## config.mk

```make
export PLATFORM = sky130hd
export DESIGN_NAME = lc3_mem_ctrl
export DESIGN_NICKNAME = d
export VERILOG_FILES = /design/src/rtl/lc3_pkg.sv /design/src/rtl/lc3_mmio_regs.sv /design/src/rtl/lc3_mem_ctrl.sv
export SDC_FILE = /design/constraint.sdc
export NUM_CORES = 1
export LEC_CHECK = 0
export ABC_AREA = 1
export CAP_MARGIN = 25
export CORE_UTILIZATION = 27
export CTS_BUF_LIST = sky130_fd_sc_hd__clkbuf_8
export DETAILED_ROUTE_END_ITERATION = 8
export GPL_TIMING_DRIVEN = 0
export PLACE_DENSITY = 0.59
export SLEW_MARGIN = 40
export SYNTH_ARGS = -nofsm -noshare
export SYNTH_HDL_FRONTEND = slang
export SYNTH_SLANG_ARGS = --single-unit
```

## constraint.sdc

```tcl
create_clock -name CLK -period 3.1 [get_ports CLK]
set_input_delay 0.62 -clock CLK [delete_from_list [all_inputs] [get_ports CLK]]
set_output_delay 0.62 -clock CLK [all_outputs]
set_load 0.03 [all_outputs]
```

## src/rtl/lc3_pkg.sv

```systemverilog
// Shared definitions for the LC-3 memory controller: MMIO register map,
// controller state encoding and the MMIO address decode helper.
package lc3_pkg;

    localparam logic [15:0] KBSR_ADDR = 16'hFE00;
    localparam logic [15:0] KBDR_ADDR = 16'hFE02;
    localparam logic [15:0] DSR_ADDR  = 16'hFE04;
    localparam logic [15:0] DDR_ADDR  = 16'hFE06;

    typedef enum logic [1:0] {
        IDLE = 2'd0,
        WAIT = 2'd1,
        DONE = 2'd2
    } mem_state_t;

    // True for the four device registers; every other address is RAM.
    function automatic logic is_mmio(input logic [15:0] addr);
        return (addr == KBSR_ADDR) || (addr == KBDR_ADDR) ||
               (addr == DSR_ADDR)  || (addr == DDR_ADDR);
    endfunction

endpackage

```

## src/rtl/lc3_mmio_regs.sv

```systemverilog
// Keyboard and display device registers plus their address decode.
// Build option: LC3_MMIO_EN enables the devices; without it the block
// reports no hits, ties the display outputs low and ignores the keyboard.
module lc3_mmio_regs
    import lc3_pkg::*;
(
    input  logic        clk,
    input  logic        rst_n,
    input  logic [15:0] acc_addr,
    input  logic        acc_we,
    input  logic [15:0] acc_wdata,
    input  logic        acc_fire,
    output logic        mmio_hit,
    output logic [15:0] mmio_rdata,
    input  logic [7:0]  kb_data,
    input  logic        kb_valid,
    output logic [7:0]  disp_data,
    output logic        disp_valid,
    input  logic        disp_ready
);

`ifdef LC3_MMIO_EN
    logic       kb_full;
    logic       kb_ovr;
    logic [7:0] kb_byte;
    logic       kb_clr;
    logic       ddr_wr;

    assign mmio_hit = is_mmio(acc_addr);
    // KBDR read clears status on the edge entering DONE; a DDR write lands then too.
    assign kb_clr   = acc_fire && !acc_we && (acc_addr == KBDR_ADDR);
    assign ddr_wr   = acc_fire &&  acc_we && (acc_addr == DDR_ADDR);

    // Keyboard buffer: a new byte arriving with the clear wins, overrun is sticky until read.
    always_ff @(posedge clk or negedge rst_n) begin
        if (!rst_n) begin
            kb_full <= 1'b0;
            kb_ovr  <= 1'b0;
            kb_byte <= 8'h00;
        end else if (kb_clr) begin
            kb_full <= kb_valid;
            kb_ovr  <= 1'b0;
            if (kb_valid) kb_byte <= kb_data;
        end else if (kb_valid) begin
            if (kb_full) begin
                kb_ovr  <= 1'b1;
            end else begin
                kb_full <= 1'b1;
                kb_byte <= kb_data;
            end
        end
    end

    // Display output: accept a byte only when idle, release on DISP_READY.
    always_ff @(posedge clk or negedge rst_n) begin
        if (!rst_n) begin
            disp_valid <= 1'b0;
            disp_data  <= 8'h00;
        end else if (disp_valid) begin
            if (disp_ready) disp_valid <= 1'b0;
        end else if (ddr_wr) begin
            disp_valid <= 1'b1;
            disp_data  <= acc_wdata[7:0];
        end
    end

    // Register read mux.
    always_comb begin
        mmio_rdata = 16'h0000;
        case (acc_addr)
            KBSR_ADDR: mmio_rdata = {kb_full, kb_ovr, 14'h0000};
            KBDR_ADDR: mmio_rdata = {8'h00, kb_byte};
            DSR_ADDR:  mmio_rdata = {!disp_valid, 15'h0000};
            DDR_ADDR:  mmio_rdata = {8'h00, disp_data};
            default:   mmio_rdata = 16'h0000;
        endcase
    end
`else
    logic mmio_unused;

    assign mmio_hit    = 1'b0;
    assign mmio_rdata  = 16'h0000;
    assign disp_data   = 8'h00;
    assign disp_valid  = 1'b0;
    assign mmio_unused = ^{clk, rst_n, acc_addr, acc_we, acc_wdata, acc_fire,
                           kb_data, kb_valid, disp_ready};
`endif

endmodule

```

## src/rtl/lc3_mem_ctrl.sv

```systemverilog
// LC-3 memory controller: sequences RAM accesses with WAIT_STATES wait
// cycles and routes device-register addresses to lc3_mmio_regs.
// Build option: LC3_MMIO_EN enables the keyboard/display registers.
module lc3_mem_ctrl
    import lc3_pkg::*;
#(
    parameter int WAIT_STATES = 2
) (
    input  logic        CLK,
    input  logic        RESET_N,
    input  logic        MIO_EN,
    input  logic        R_W,
    input  logic [15:0] MAR_IN,
    input  logic [15:0] MDR_IN,
    output logic [15:0] MEM_DATA_OUT,
    output logic        R,
    output logic [15:0] RAM_ADDR,
    output logic [15:0] RAM_WDATA,
    output logic        RAM_WE,
    input  logic [15:0] RAM_RDATA,
    input  logic [7:0]  KB_DATA,
    input  logic        KB_VALID,
    output logic [7:0]  DISP_DATA,
    output logic        DISP_VALID,
    input  logic        DISP_READY
);

    localparam logic [2:0] LAST_WAIT = (WAIT_STATES == 0) ? 3'd0 : 3'(WAIT_STATES - 1);

    mem_state_t  state, nxt;
    logic [2:0]  wait_cnt;
    logic [15:0] req_addr, req_wdata;
    logic        req_we;
    logic [15:0] acc_addr, acc_wdata;
    logic        acc_we, acc_fire;
    logic        mmio_hit;
    logic [15:0] mmio_rdata;

    // In IDLE the live inputs drive the access so a zero-wait access is
    // complete by the accept edge; afterwards the latched request is used.
    assign acc_addr  = (state == IDLE) ? MAR_IN : req_addr;
    assign acc_wdata = (state == IDLE) ? MDR_IN : req_wdata;
    assign acc_we    = (state == IDLE) ? R_W    : req_we;
    assign acc_fire  = (nxt == DONE) && (state != DONE);

    assign RAM_ADDR  = acc_addr;
    assign RAM_WDATA = acc_wdata;
    assign RAM_WE    = RESET_N && acc_fire && acc_we && !mmio_hit;
    assign R         = (state == DONE);

    // Next-state: device accesses and zero-wait RAM go straight to DONE.
    always_comb begin
        nxt = state;
        case (state)
            IDLE: if (MIO_EN) nxt = (mmio_hit || WAIT_STATES == 0) ? DONE : WAIT;
            WAIT: if (wait_cnt == LAST_WAIT) nxt = DONE;
            DONE: nxt = IDLE;
            default: nxt = IDLE;
        endcase
    end

    // State, wait counter, request latch and read-data capture.
    always_ff @(posedge CLK or negedge RESET_N) begin
        if (!RESET_N) begin
            state        <= IDLE;
            wait_cnt     <= 3'd0;
            req_addr     <= 16'h0000;
            req_wdata    <= 16'h0000;
            req_we       <= 1'b0;
            MEM_DATA_OUT <= 16'h0000;
        end else begin
            state <= nxt;
            if (state == IDLE && MIO_EN) begin
                wait_cnt  <= 3'd0;
                req_addr  <= MAR_IN;
                req_wdata <= MDR_IN;
                req_we    <= R_W;
            end else if (state == WAIT) begin
                wait_cnt  <= wait_cnt + 3'd1;
            end
            if (acc_fire && !acc_we)
                MEM_DATA_OUT <= mmio_hit ? mmio_rdata : RAM_RDATA;
        end
    end

    lc3_mmio_regs u_mmio (
        .clk        (CLK),
        .rst_n      (RESET_N),
        .acc_addr   (acc_addr),
        .acc_we     (acc_we),
        .acc_wdata  (acc_wdata),
        .acc_fire   (acc_fire),
        .mmio_hit   (mmio_hit),
        .mmio_rdata (mmio_rdata),
        .kb_data    (KB_DATA),
        .kb_valid   (KB_VALID),
        .disp_data  (DISP_DATA),
        .disp_valid (DISP_VALID),
        .disp_ready (DISP_READY)
    );

endmodule
```

==> reports/qor.yml <==
nNetsFinal: 503
syn_inst: 322
start_util_pct: 28.0
synth_top_area_cell: "dfrtp_1"
antenna_found_initial: 0
cts_buffers: 5
die_area_um2: 9970
placed_cells: 561
fp-row-count: 35
clock_sinks: 54
powerDensity_nw_per_um2: 1240
syn_area_um2: 2580
wl_per_cell_um: 11.6
finalNonFillerCells: 569
grt.overflow.total: 0
final_common_cell: "clkdlybuf4s50_1"
outcome: "completed"
yosysUniqueCellTypes: 17
drtAntennaViolNets: 0
crit_path_start_kind: "primary input"
remaining_drc_errors: 0
totalNegativeSetupSlack_ps: 0
grt_pass1_vias: 2369
cpMaxStageDelayCell: "clkdlybuf4s50_1"
period_minus_slack_ps: 2950
finalHoldViolations: 0
port_buffers: 101
timing.fmax_mhz: 339
ys_seq_elements: 54
path_delay_family: "buffers and inverters"
avgViaCountPerCell: 4.25
slowest_delay_ps: 670
cts_setup_buffers: 0
drt_pass1_iterations: 4
layout-drive-gt1-share_pct: 8.64
cp_max_fo: 10
fin_worst_skew_ps: 8.38
avgSynthCellArea_um2: 8.02
wirelength_um: 6580
synth_top_area_share_pct: 52.3
rsz0062_at_grt: "false"
root_buffer: "clkbuf_8"
drv_slew: 0
cp.buffers_inverters: 4
drt_iter0_drc: 89
crit_arrival_ps: 2330
die_x_um: 99.8
crit_chain: "clkdlybuf4s50_1, inv_1, nand2_1, nand2_2, buf_2, nor2_1, clkdlybuf4s50_1"
area_growth_pct: 51.8
htreeDepth: 2
place_congestion: 0.711
grt_usage_pct: 13.4
ios: 121
core_area_um2: 9240
clock_latency_ps: 320
fin_crit_sh_pct: 95.2
ys_seq_area_share_pct: 52.3
grt_start_max_net_pins: 36
final_cell_mix: "clkdlybuf4s50_1 (98), nand2_1 (74), dfrtp_1 (54), inv_1 (38), nor2_1 (38)"
dp_hpwl_um: 4880
vias: 2419
finalPower_w: 0.00487
ys_warn_count: 0
clockBufferDepth: 2
p_leak_nw: 1.93
grt_pass1_wl_um: 10800
ir_worst_vdd_mv: 0.608
maxCapViolCount: 0
fin_util_pct: 42.5
setup_viol: 0
clk_pin_slew_ps: 100
cts_tree: "done"
cp.required_ps: 2480
crit_top_cell: "clkdlybuf4s50_1"
synth_area_leaders: "dfrtp_1 (52%), nand2_1 (11%), a21oi_1 (6.4%)"
critPathKind: "primary input to primary output"
hp-class: "primary input to asynchronous set/reset pin"
n_antenna_cell: 0
die_h_um: 99.8
end_kind: "primary output"
-- layer usage --
layer  routed length [um]  global-route usage (%)  part of all wire, %
met1                 3130                    17.4                   48
met3                  317                    2.65                  4.8
met5                    0                       0                    0
met2                 3040                    22.8                   46
met4                   93                    3.85                  1.4
-- stage by stage --
step	hold WS (ps)	cell area, um^2	setup WS (ps)
global route	184	3920	0.490
global placement	452	3790	-1450
detailed placement	458	3800	143
CTS	182	3920	103
floorplan	324	2610	1020
finish	178	3920	149
-- what timing repair did --
action,CTS,global route
hold buffers,0,0
setup endpoints to repair,0,2
gates resized for setup,0,2
-- cell type report --
| cell class | count | area, um^2 |
|---|---|---|
| Buffer | 26 | 175 |
| Multi-Input combinational cell | 212 | 945 |
| Fill cell | 930 | 5320 |
| Sequential cell | 54 | 1350 |
| Inverter | 38 | 143 |
| Clock inverter | 3 | 45.0 |
| Tap cell | 129 | 161 |
| Clock buffer | 5 | 68.8 |
| Timing Repair Buffer | 102 | 1030 |
-- flip-flops by register name, summed over array words and instances (netlist names) --
register	flops
MEM_DATA_OUT	16
req_addr	16
wait_cnt	3
state	2
req_we	1
req_wdata	16
-- synthesized netlist by cell type (all sizes together) --
| cell type | count |
|---|---|
| o21ai | 34 |
| conb | 1 |
| nand2 | 77 |
| dfrtp | 54 |
| o22ai | 1 |
| nand3 | 17 |
| a21oi | 33 |
| clkbuf | 2 |
| buf | 24 |
| ha | 2 |
| nor2 | 39 |
| inv | 38 |
-- where the power goes --
part | internal [W] | switching [W]
clock network | 0.000241 | 0.000250
registers | 0.00105 | 0.000183
logic | 0.00123 | 0.00191
-- kinds of logic after synthesis --
kind of cell               Yosys count  synth area share [%]
buffers and inverters               64                  12.3
other                                1                 0.145
and+or+nand+nor                    133                  21.1
DFF                                 54                  52.3
AOI/OAI and AO/OA                   68                  13.2
adders and majority gates            2                 0.968
-- worst paths after layout --
kind	start	to	slack [ps]	cells after the start
max	R_W	RAM_WE	150	7
min	RESET_N	MEM_DATA_OUT[7]$_DFFE_PN0P_	180	1
max reg2reg	wait_cnt[1]$_DFFE_PN0P_	MEM_DATA_OUT[15]$_DFFE_PN0P_	1650	8
min reg2reg	MEM_DATA_OUT[9]$_DFFE_PN0P_	MEM_DATA_OUT[9]$_DFFE_PN0P_	480	2
max in group asynchronous	RESET_N	req_wdata[5]$_DFFE_PN0P_	2440	2
min in group CLK	MEM_DATA_OUT[9]$_DFFE_PN0P_	MEM_DATA_OUT[9]$_DFFE_PN0P_	480	2
No activity file was read; power rests on OpenSTA's default activity.
